--- src/rtl/uart_tx_slave_if.sv ---
// Bus port bundle for the memory-mapped UART transmitter.
// The core is the initiator (master); the UART is the responder (slave).
interface uart_tx_slave_if;
    logic [31:0] busaddr;
    logic [31:0] buswdata;
    logic        buswrite;
    logic [31:0] busrdata;

    modport master (output busaddr, output buswdata, output buswrite, input busrdata);
    modport slave  (input busaddr, input buswdata, input buswrite, output busrdata);
endinterface

--- src/rtl/uart_tx_slave.sv ---
// Memory-mapped UART transmitter: a byte FIFO drained by an 8N1 serialiser.
// Optional feature macro UART_TX_PARITY_EN adds an even-parity bit (8E1).
// Register map on busaddr[3:2]: 0 DATA(w), 1 STATUS, 2 DIV, 3 reserved.
module uart_tx_slave #(
    parameter int          DEPTH  = 8,
    parameter logic [15:0] DIVRST = 16'd434
) (
    input  logic            clk_i,
    input  logic            rst_i,
    uart_tx_slave_if.slave  bus,
    output logic            txd_o
);
    localparam int AW = $clog2(DEPTH);
    localparam int CW = AW + 1;
`ifdef UART_TX_PARITY_EN
    localparam logic PAR_EN = 1'b1;
`else
    localparam logic PAR_EN = 1'b0;
`endif

    typedef enum logic [2:0] {
        S_IDLE,
        S_START,
        S_DATA,
`ifdef UART_TX_PARITY_EN
        S_PARITY,
`endif
        S_STOP
    } state_t;

    state_t       state_q, state_d;
    logic [15:0]  cnt_q, cnt_d;
    logic [2:0]   bit_q, bit_d;
    logic [7:0]   shift_q, shift_d;
`ifdef UART_TX_PARITY_EN
    logic         par_q, par_d;
`endif
    logic [15:0]  div_q;
    logic [7:0]   mem_q [DEPTH];
    logic [AW-1:0] wptr_q, rptr_q;
    logic [CW-1:0] count_q, count_d;
    logic         ovf_q;

    logic [1:0]   sel;
    logic         wr_data, wr_stat, wr_div, push_ok, pop, full, empty, busy;
    logic [7:0]   head;
    logic [15:0]  reload;
    logic         unused_ok;

    assign sel     = bus.busaddr[3:2];
    assign wr_data = bus.buswrite && (sel == 2'd0);
    assign wr_stat = bus.buswrite && (sel == 2'd1);
    assign wr_div  = bus.buswrite && (sel == 2'd2);
    assign full    = (count_q == CW'(DEPTH));
    assign empty   = (count_q == '0);
    assign push_ok = wr_data && !full;
    assign head    = mem_q[rptr_q];
    assign busy    = (state_q != S_IDLE);
    assign reload  = div_q - 16'd1;
    assign unused_ok = &{1'b0, bus.busaddr[31:4], bus.busaddr[1:0], bus.buswdata[31:16]};

    // Occupancy: simultaneous push and pop cancel out.
    always_comb begin
        count_d = count_q;
        case ({push_ok, pop})
            2'b10:   count_d = count_q + CW'(1);
            2'b01:   count_d = count_q - CW'(1);
            default: count_d = count_q;
        endcase
    end

    // FIFO storage; contents need no reset, pointers qualify them.
    always_ff @(posedge clk_i) begin
        if (push_ok) mem_q[wptr_q] <= bus.buswdata[7:0];
    end

    // FIFO pointers, count, sticky overflow and the baud divisor register.
    always_ff @(posedge clk_i) begin
        if (rst_i) begin
            wptr_q  <= '0;
            rptr_q  <= '0;
            count_q <= '0;
            ovf_q   <= 1'b0;
            div_q   <= DIVRST;
        end else begin
            if (push_ok) wptr_q <= wptr_q + AW'(1);
            if (pop)     rptr_q <= rptr_q + AW'(1);
            count_q <= count_d;
            if (wr_data && full)                     ovf_q <= 1'b1;
            else if (wr_stat && bus.buswdata[3])     ovf_q <= 1'b0;
            // A zero divisor would never reach a bit boundary; clamp to 1.
            if (wr_div) div_q <= (bus.buswdata[15:0] == 16'd0) ? 16'd1 : bus.buswdata[15:0];
        end
    end

    // Serialiser state register.
    always_ff @(posedge clk_i) begin
        if (rst_i) begin
            state_q <= S_IDLE;
            cnt_q   <= '0;
            bit_q   <= '0;
            shift_q <= '0;
`ifdef UART_TX_PARITY_EN
            par_q   <= 1'b0;
`endif
        end else begin
            state_q <= state_d;
            cnt_q   <= cnt_d;
            bit_q   <= bit_d;
            shift_q <= shift_d;
`ifdef UART_TX_PARITY_EN
            par_q   <= par_d;
`endif
        end
    end

    // Serialiser next state and txd; DIV is re-sampled at every bit reload.
    always_comb begin
        state_d = state_q;
        cnt_d   = cnt_q;
        bit_d   = bit_q;
        shift_d = shift_q;
`ifdef UART_TX_PARITY_EN
        par_d   = par_q;
`endif
        pop     = 1'b0;
        txd_o   = 1'b1;
        unique case (state_q)
            S_IDLE: begin
                if (!empty) begin
                    pop     = 1'b1;
                    shift_d = head;
`ifdef UART_TX_PARITY_EN
                    par_d   = ^head;
`endif
                    cnt_d   = reload;
                    state_d = S_START;
                end
            end
            S_START: begin
                txd_o = 1'b0;
                if (cnt_q == 16'd0) begin
                    cnt_d   = reload;
                    bit_d   = 3'd0;
                    state_d = S_DATA;
                end else cnt_d = cnt_q - 16'd1;
            end
            S_DATA: begin
                txd_o = shift_q[0];
                if (cnt_q == 16'd0) begin
                    cnt_d   = reload;
                    shift_d = {1'b0, shift_q[7:1]};
                    if (bit_q == 3'd7) begin
`ifdef UART_TX_PARITY_EN
                        state_d = S_PARITY;
`else
                        state_d = S_STOP;
`endif
                    end else bit_d = bit_q + 3'd1;
                end else cnt_d = cnt_q - 16'd1;
            end
`ifdef UART_TX_PARITY_EN
            S_PARITY: begin
                txd_o = par_q;
                if (cnt_q == 16'd0) begin
                    cnt_d   = reload;
                    state_d = S_STOP;
                end else cnt_d = cnt_q - 16'd1;
            end
`endif
            S_STOP: begin
                txd_o = 1'b1;
                if (cnt_q == 16'd0) begin
                    // Back-to-back: next start bit follows the stop bit directly.
                    if (!empty) begin
                        pop     = 1'b1;
                        shift_d = head;
`ifdef UART_TX_PARITY_EN
                        par_d   = ^head;
`endif
                        cnt_d   = reload;
                        state_d = S_START;
                    end else state_d = S_IDLE;
                end else cnt_d = cnt_q - 16'd1;
            end
            default: state_d = S_IDLE;
        endcase
    end

    // Read mux, combinational from the decoded address.
    always_comb begin
        bus.busrdata = 32'd0;
        case (sel)
            2'd1:    bus.busrdata = {16'd0, 8'(count_q), 3'd0, PAR_EN, ovf_q, empty, full, busy};
            2'd2:    bus.busrdata = {16'd0, div_q};
            default: bus.busrdata = {31'd0, unused_ok};
        endcase
    end
endmodule
--- src/flat_wrapper.sv ---
// flat-port wrapper written by rule: the top's interface ports become plain ports
module uart_tx_slave_flat 
#(
    parameter int          DEPTH  = 8,
    parameter logic [15:0] DIVRST = 16'd434
)
  (clk_i, rst_i, txd_o, bus_busaddr, bus_buswdata, bus_buswrite, bus_busrdata);
  uart_tx_slave_if bus_i ();
  input  logic clk_i;
  input  logic rst_i;
  output logic txd_o;
  input wire logic [$bits(bus_i.busaddr)-1:0] bus_busaddr;
  input wire logic [$bits(bus_i.buswdata)-1:0] bus_buswdata;
  input wire logic [$bits(bus_i.buswrite)-1:0] bus_buswrite;
  output wire logic [$bits(bus_i.busrdata)-1:0] bus_busrdata;
  assign bus_i.busaddr = bus_busaddr;
  assign bus_i.buswdata = bus_buswdata;
  assign bus_i.buswrite = bus_buswrite;
  assign bus_busrdata = bus_i.busrdata;
  uart_tx_slave #(.DEPTH(DEPTH), .DIVRST(DIVRST)) u_core (.clk_i(clk_i), .rst_i(rst_i), .bus(bus_i), .txd_o(txd_o));
endmodule
--- config.mk ---
export PLATFORM = sky130hd
export DESIGN_NAME = uart_tx_slave_flat
export DESIGN_NICKNAME = d
export VERILOG_FILES = /design/src/rtl/uart_tx_slave_if.sv /design/src/rtl/uart_tx_slave.sv /design/src/flat_wrapper.sv
export SDC_FILE = /design/constraint.sdc
export NUM_CORES = 1
export LEC_CHECK = 0
export BUFFER_PORTS_ARGS = -buffer_cell sky130_fd_sc_hd__buf_2
export CAP_MARGIN = 20
export CORE_ASPECT_RATIO = 0.75
export CORE_UTILIZATION = 55
export DETAILED_ROUTE_END_ITERATION = 7
export HOLD_SLACK_MARGIN = 0.05
export PLACE_DENSITY = 0.9
export SETUP_SLACK_MARGIN = 0.5
export SLEW_MARGIN = 40
export SYNTH_ARGS = -nofsm -noshare
export SYNTH_HDL_FRONTEND = slang
export SYNTH_SLANG_ARGS = --single-unit
--- constraint.sdc ---
create_clock -name clk_i -period 3.3 [get_ports clk_i]
set_clock_uncertainty 0.1 [all_clocks]
set_input_delay 0.33 -clock clk_i [delete_from_list [all_inputs] [get_ports clk_i]]
set_output_delay 0.33 -clock clk_i [all_outputs]
set_load 0.05 [all_outputs]
==> out/results.txt <==
fmax = 343 MHz
site row count = 33
switching share of power = 0.408
clock share of power = 0.258
register bit total from synthesis = 123
Placed Instances = 741
RSZ-0062 raised after global routing = true
final hold viol count = 0
filler instances = 677
Startpoint Class = flip-flop
Die Ht = 94.4 um
Met2 Wirelength = 8040 um
P per Cell Area = 952 nW/um2
vias per inst = 6.60
RR Endpoint = u_core.count_q[2]
final period utilization = 0.884
post-synthesis sequential area ratio = 0.496
sequential share of power = 0.292
gp weighted congestion = 0.890
Worst-Margin Slew = 0.812 ns
Final Max Slew Viols = 0
failing checks = design-rule violations
outcome = finished with violations
clk_lat worst skew = 0.42 ns
CTS Root Cell = clkbuf_16
Psw = 2.83 mW
Sink Count = 123
gr ovfl total = 0
DRC = 4
first-pass GRT wire length = 24800 um
GRT Total Usage = 0.279
Final min period = 2.92 ns
# hold bufs at CTS = 0
Core ar. = 11000 um2
H-tree depth = 4
worst-case vdd ir drop = 0.542 mV
crit path to = u_core.count_q[2]
CTS Buffer Depth = 2
area of the mapped netlist = 6260 um2
Ant. Diodes = 0
Post-Place Worst Slack = 0.411 ns
final net count = 719
Required @ worst endpoint = 3.55 ns
vias in the first global route = 4590
Leak = 2.65 nW
post-DR wirelength/cell = 22.2 um
r2r startpoint = u_core.count_q[1]
number of synthesized flops with an enable pin = 64
Worst Hold Launch = bus_buswdata[12]
Synth async-reset ratio = 0
FF-to-FF setup slack = 0.38 ns
Maximum Capacitance Violations = 0
Routed Antenna Nets = 0
IO Port Bufs = 37
fraction of layout cells with a size suffix above 1 = 0.231
HP Class = input port to flip-flop
via count = 5184
top_reg_cell synth = edfxtp_1
CTS tree = done
non-filler instance count after layout = 786
Sequential Area = 3110 um2
dpl hpwl = 9660 um
largest net degree at the start of global routing = 48
Slew headroom = 0.458
DRT iter0 DRCs = 840
Netlist cell types = 67
Ys Warns = 0
Int Power = 4.11 mW
io pins = 100
CP Launch Point = u_core.count_q[1]
combinational share of power = 0.449
drt first pass iters = 8
worst reg2reg path depth = 11
worst hold slack = 0.0577 ns
Die Wd = 125 um
Syn Area/Cell = 10.7 um2
Post-Route WL = 17500 um
Starting Density = 0.568
metal3 WL = 2070 um
Final WS setup = 0.384 ns
Mapped Cells = 586
clk slew on worst S/H paths = 0.06 ns
die area = 11800 um2
DR top layer = met4
critical path class = flip-flop to flip-flop
Layout area overhead = 16.4%
CTS buffer count = 17
WP data arrival = 3.16 ns
setup violators final = 0
area of the multi-input gates = 3020 um2
initial antenna violation count = 0
worst-path fanout max = 8
wl on met1 = 6510 um
TNS Setup = 0 ns
CP Capture Type = flip-flop
==> Yosys cell counts, drive strengths merged, types with 11 or more instances <==
cell / n / area share
edfxtp: 64 / 0.31
nand2: 63 / 0.038
dfxtp: 59 / 0.19
nor2: 51 / 0.031
a21oi: 37 / 0.030
o21ai: 29 / 0.024
buf: 28 / 0.033
clkbuf: 20 / 0.014
ha: 19 / 0.038
mux2i: 19 / 0.030
nor3: 18 / 0.016
mux4: 16 / 0.058
xor2: 15 / 0.021
inv: 13 / 0.0078
a22oi: 11 / 0.013
nand3: 11 / 0.0088
o22ai: 11 / 0.011
==> per-layer routing <==
metal / vias up / GRT usage
met4: 0 / 0.0976
met5: - / 0
li1: 2209 / -
met2: 454 / 0.445
met1: 2400 / 0.372
met3: 121 / 0.0759
==> registers in the layout, summed over array words and instances, names as in the netlist, named ones only <==
signal	count
u_core.shift_q	8
u_core.ovf_q	1
u_core.bit_q	3
u_core.wptr_q	3
u_core.rptr_q	3
u_core.count_q	4
u_core.mem_q	64
u_core.cnt_q	16
u_core.state_q	2
u_core.div_q	16
==> critical path: stages, from the launching register on <==
cell,delay [ns]
dfxtp_1,0.46
nor3_2,0.28
nand2_1,0.10
and3_1,0.27
inv_1,0.28
ha_4,0.21
xor2_2,0.19
ha_2,0.19
a21oi_1,0.05
xor2_1,0.19
or3_1,0.35
a21oi_2,0.16
==> power groups by stage <==
stage	sequential, mW	clock (mW)	combinational, mW
4_1_cts	1.98	1.78	2.65
6_report	2.03	1.79	3.12
2_1_floorplan	1.92	0	2.14
5_1_grt	2.05	1.85	3.29
3_5_place_dp	2.00	0	2.53
3_3_place_gp	1.99	0	2.43
==> area by class of cell <==
class                      instances  share of cell area
timing repair buffer              61              0.0506
inverter                          13             0.00704
sequential                       123               0.426
clock buffer                      17              0.0583
clock inverter                    15              0.0194
tap                              140              0.0240
multi-input combinational        417               0.414
==> cell usage in the layout, fill, tap and decap left out, types with 17 or more instances in the layout <==
cell        n
edfxtp_1   64
nand2_1    63
dfxtp_1    56
nor2_1     46
buf_2      37
a21oi_1    33
o21ai_0    27
buf_4      23
mux2i_1    19
clkbuf_16  17
==> cells by family after synthesis <==
kind of cell / after synthesis / share of synthesized area
compound gates: 111 / 0.113
xor+xnor: 25 / 0.0350
fa+ha+maj: 19 / 0.0380
buf+inv: 61 / 0.0543
flops: 123 / 0.496
mux: 36 / 0.0897
other cells: 1 / 0.000599
simple gates: 210 / 0.174
==> metrics by stage <==
step	util	total power, mW	instance area (um2)
after floorplan	-	4.06	6320
after global routing	0.661	7.19	7290
after detailed placement	0.587	4.53	6470
final	0.661	6.94	7290
after global placement	0.587	4.43	6470
after CTS	0.643	6.41	7080
==> how the worst min path moves through the flow <==
stage	cells past startpoint	slack, ns	end
after floorplan	0	0.33	u_core.mem_q[0][0]
after global placement	2	0.34	u_core.ovf_q
after detailed placement	2	0.36	u_core.ovf_q
after CTS	3	0.06	u_core.div_q[12]
after global routing	3	0.07	u_core.div_q[12]
final	3	0.06	u_core.div_q[12]
==> repair_timing <==
item,in CTS,in global routing
hold endpoints to repair,0,0
endpoints found under the setup margin,2,6
setup buffers,1,12
pin swaps,1,5
gates resized for setup,7,22
No activity file was read; power rests on OpenSTA's default activity.
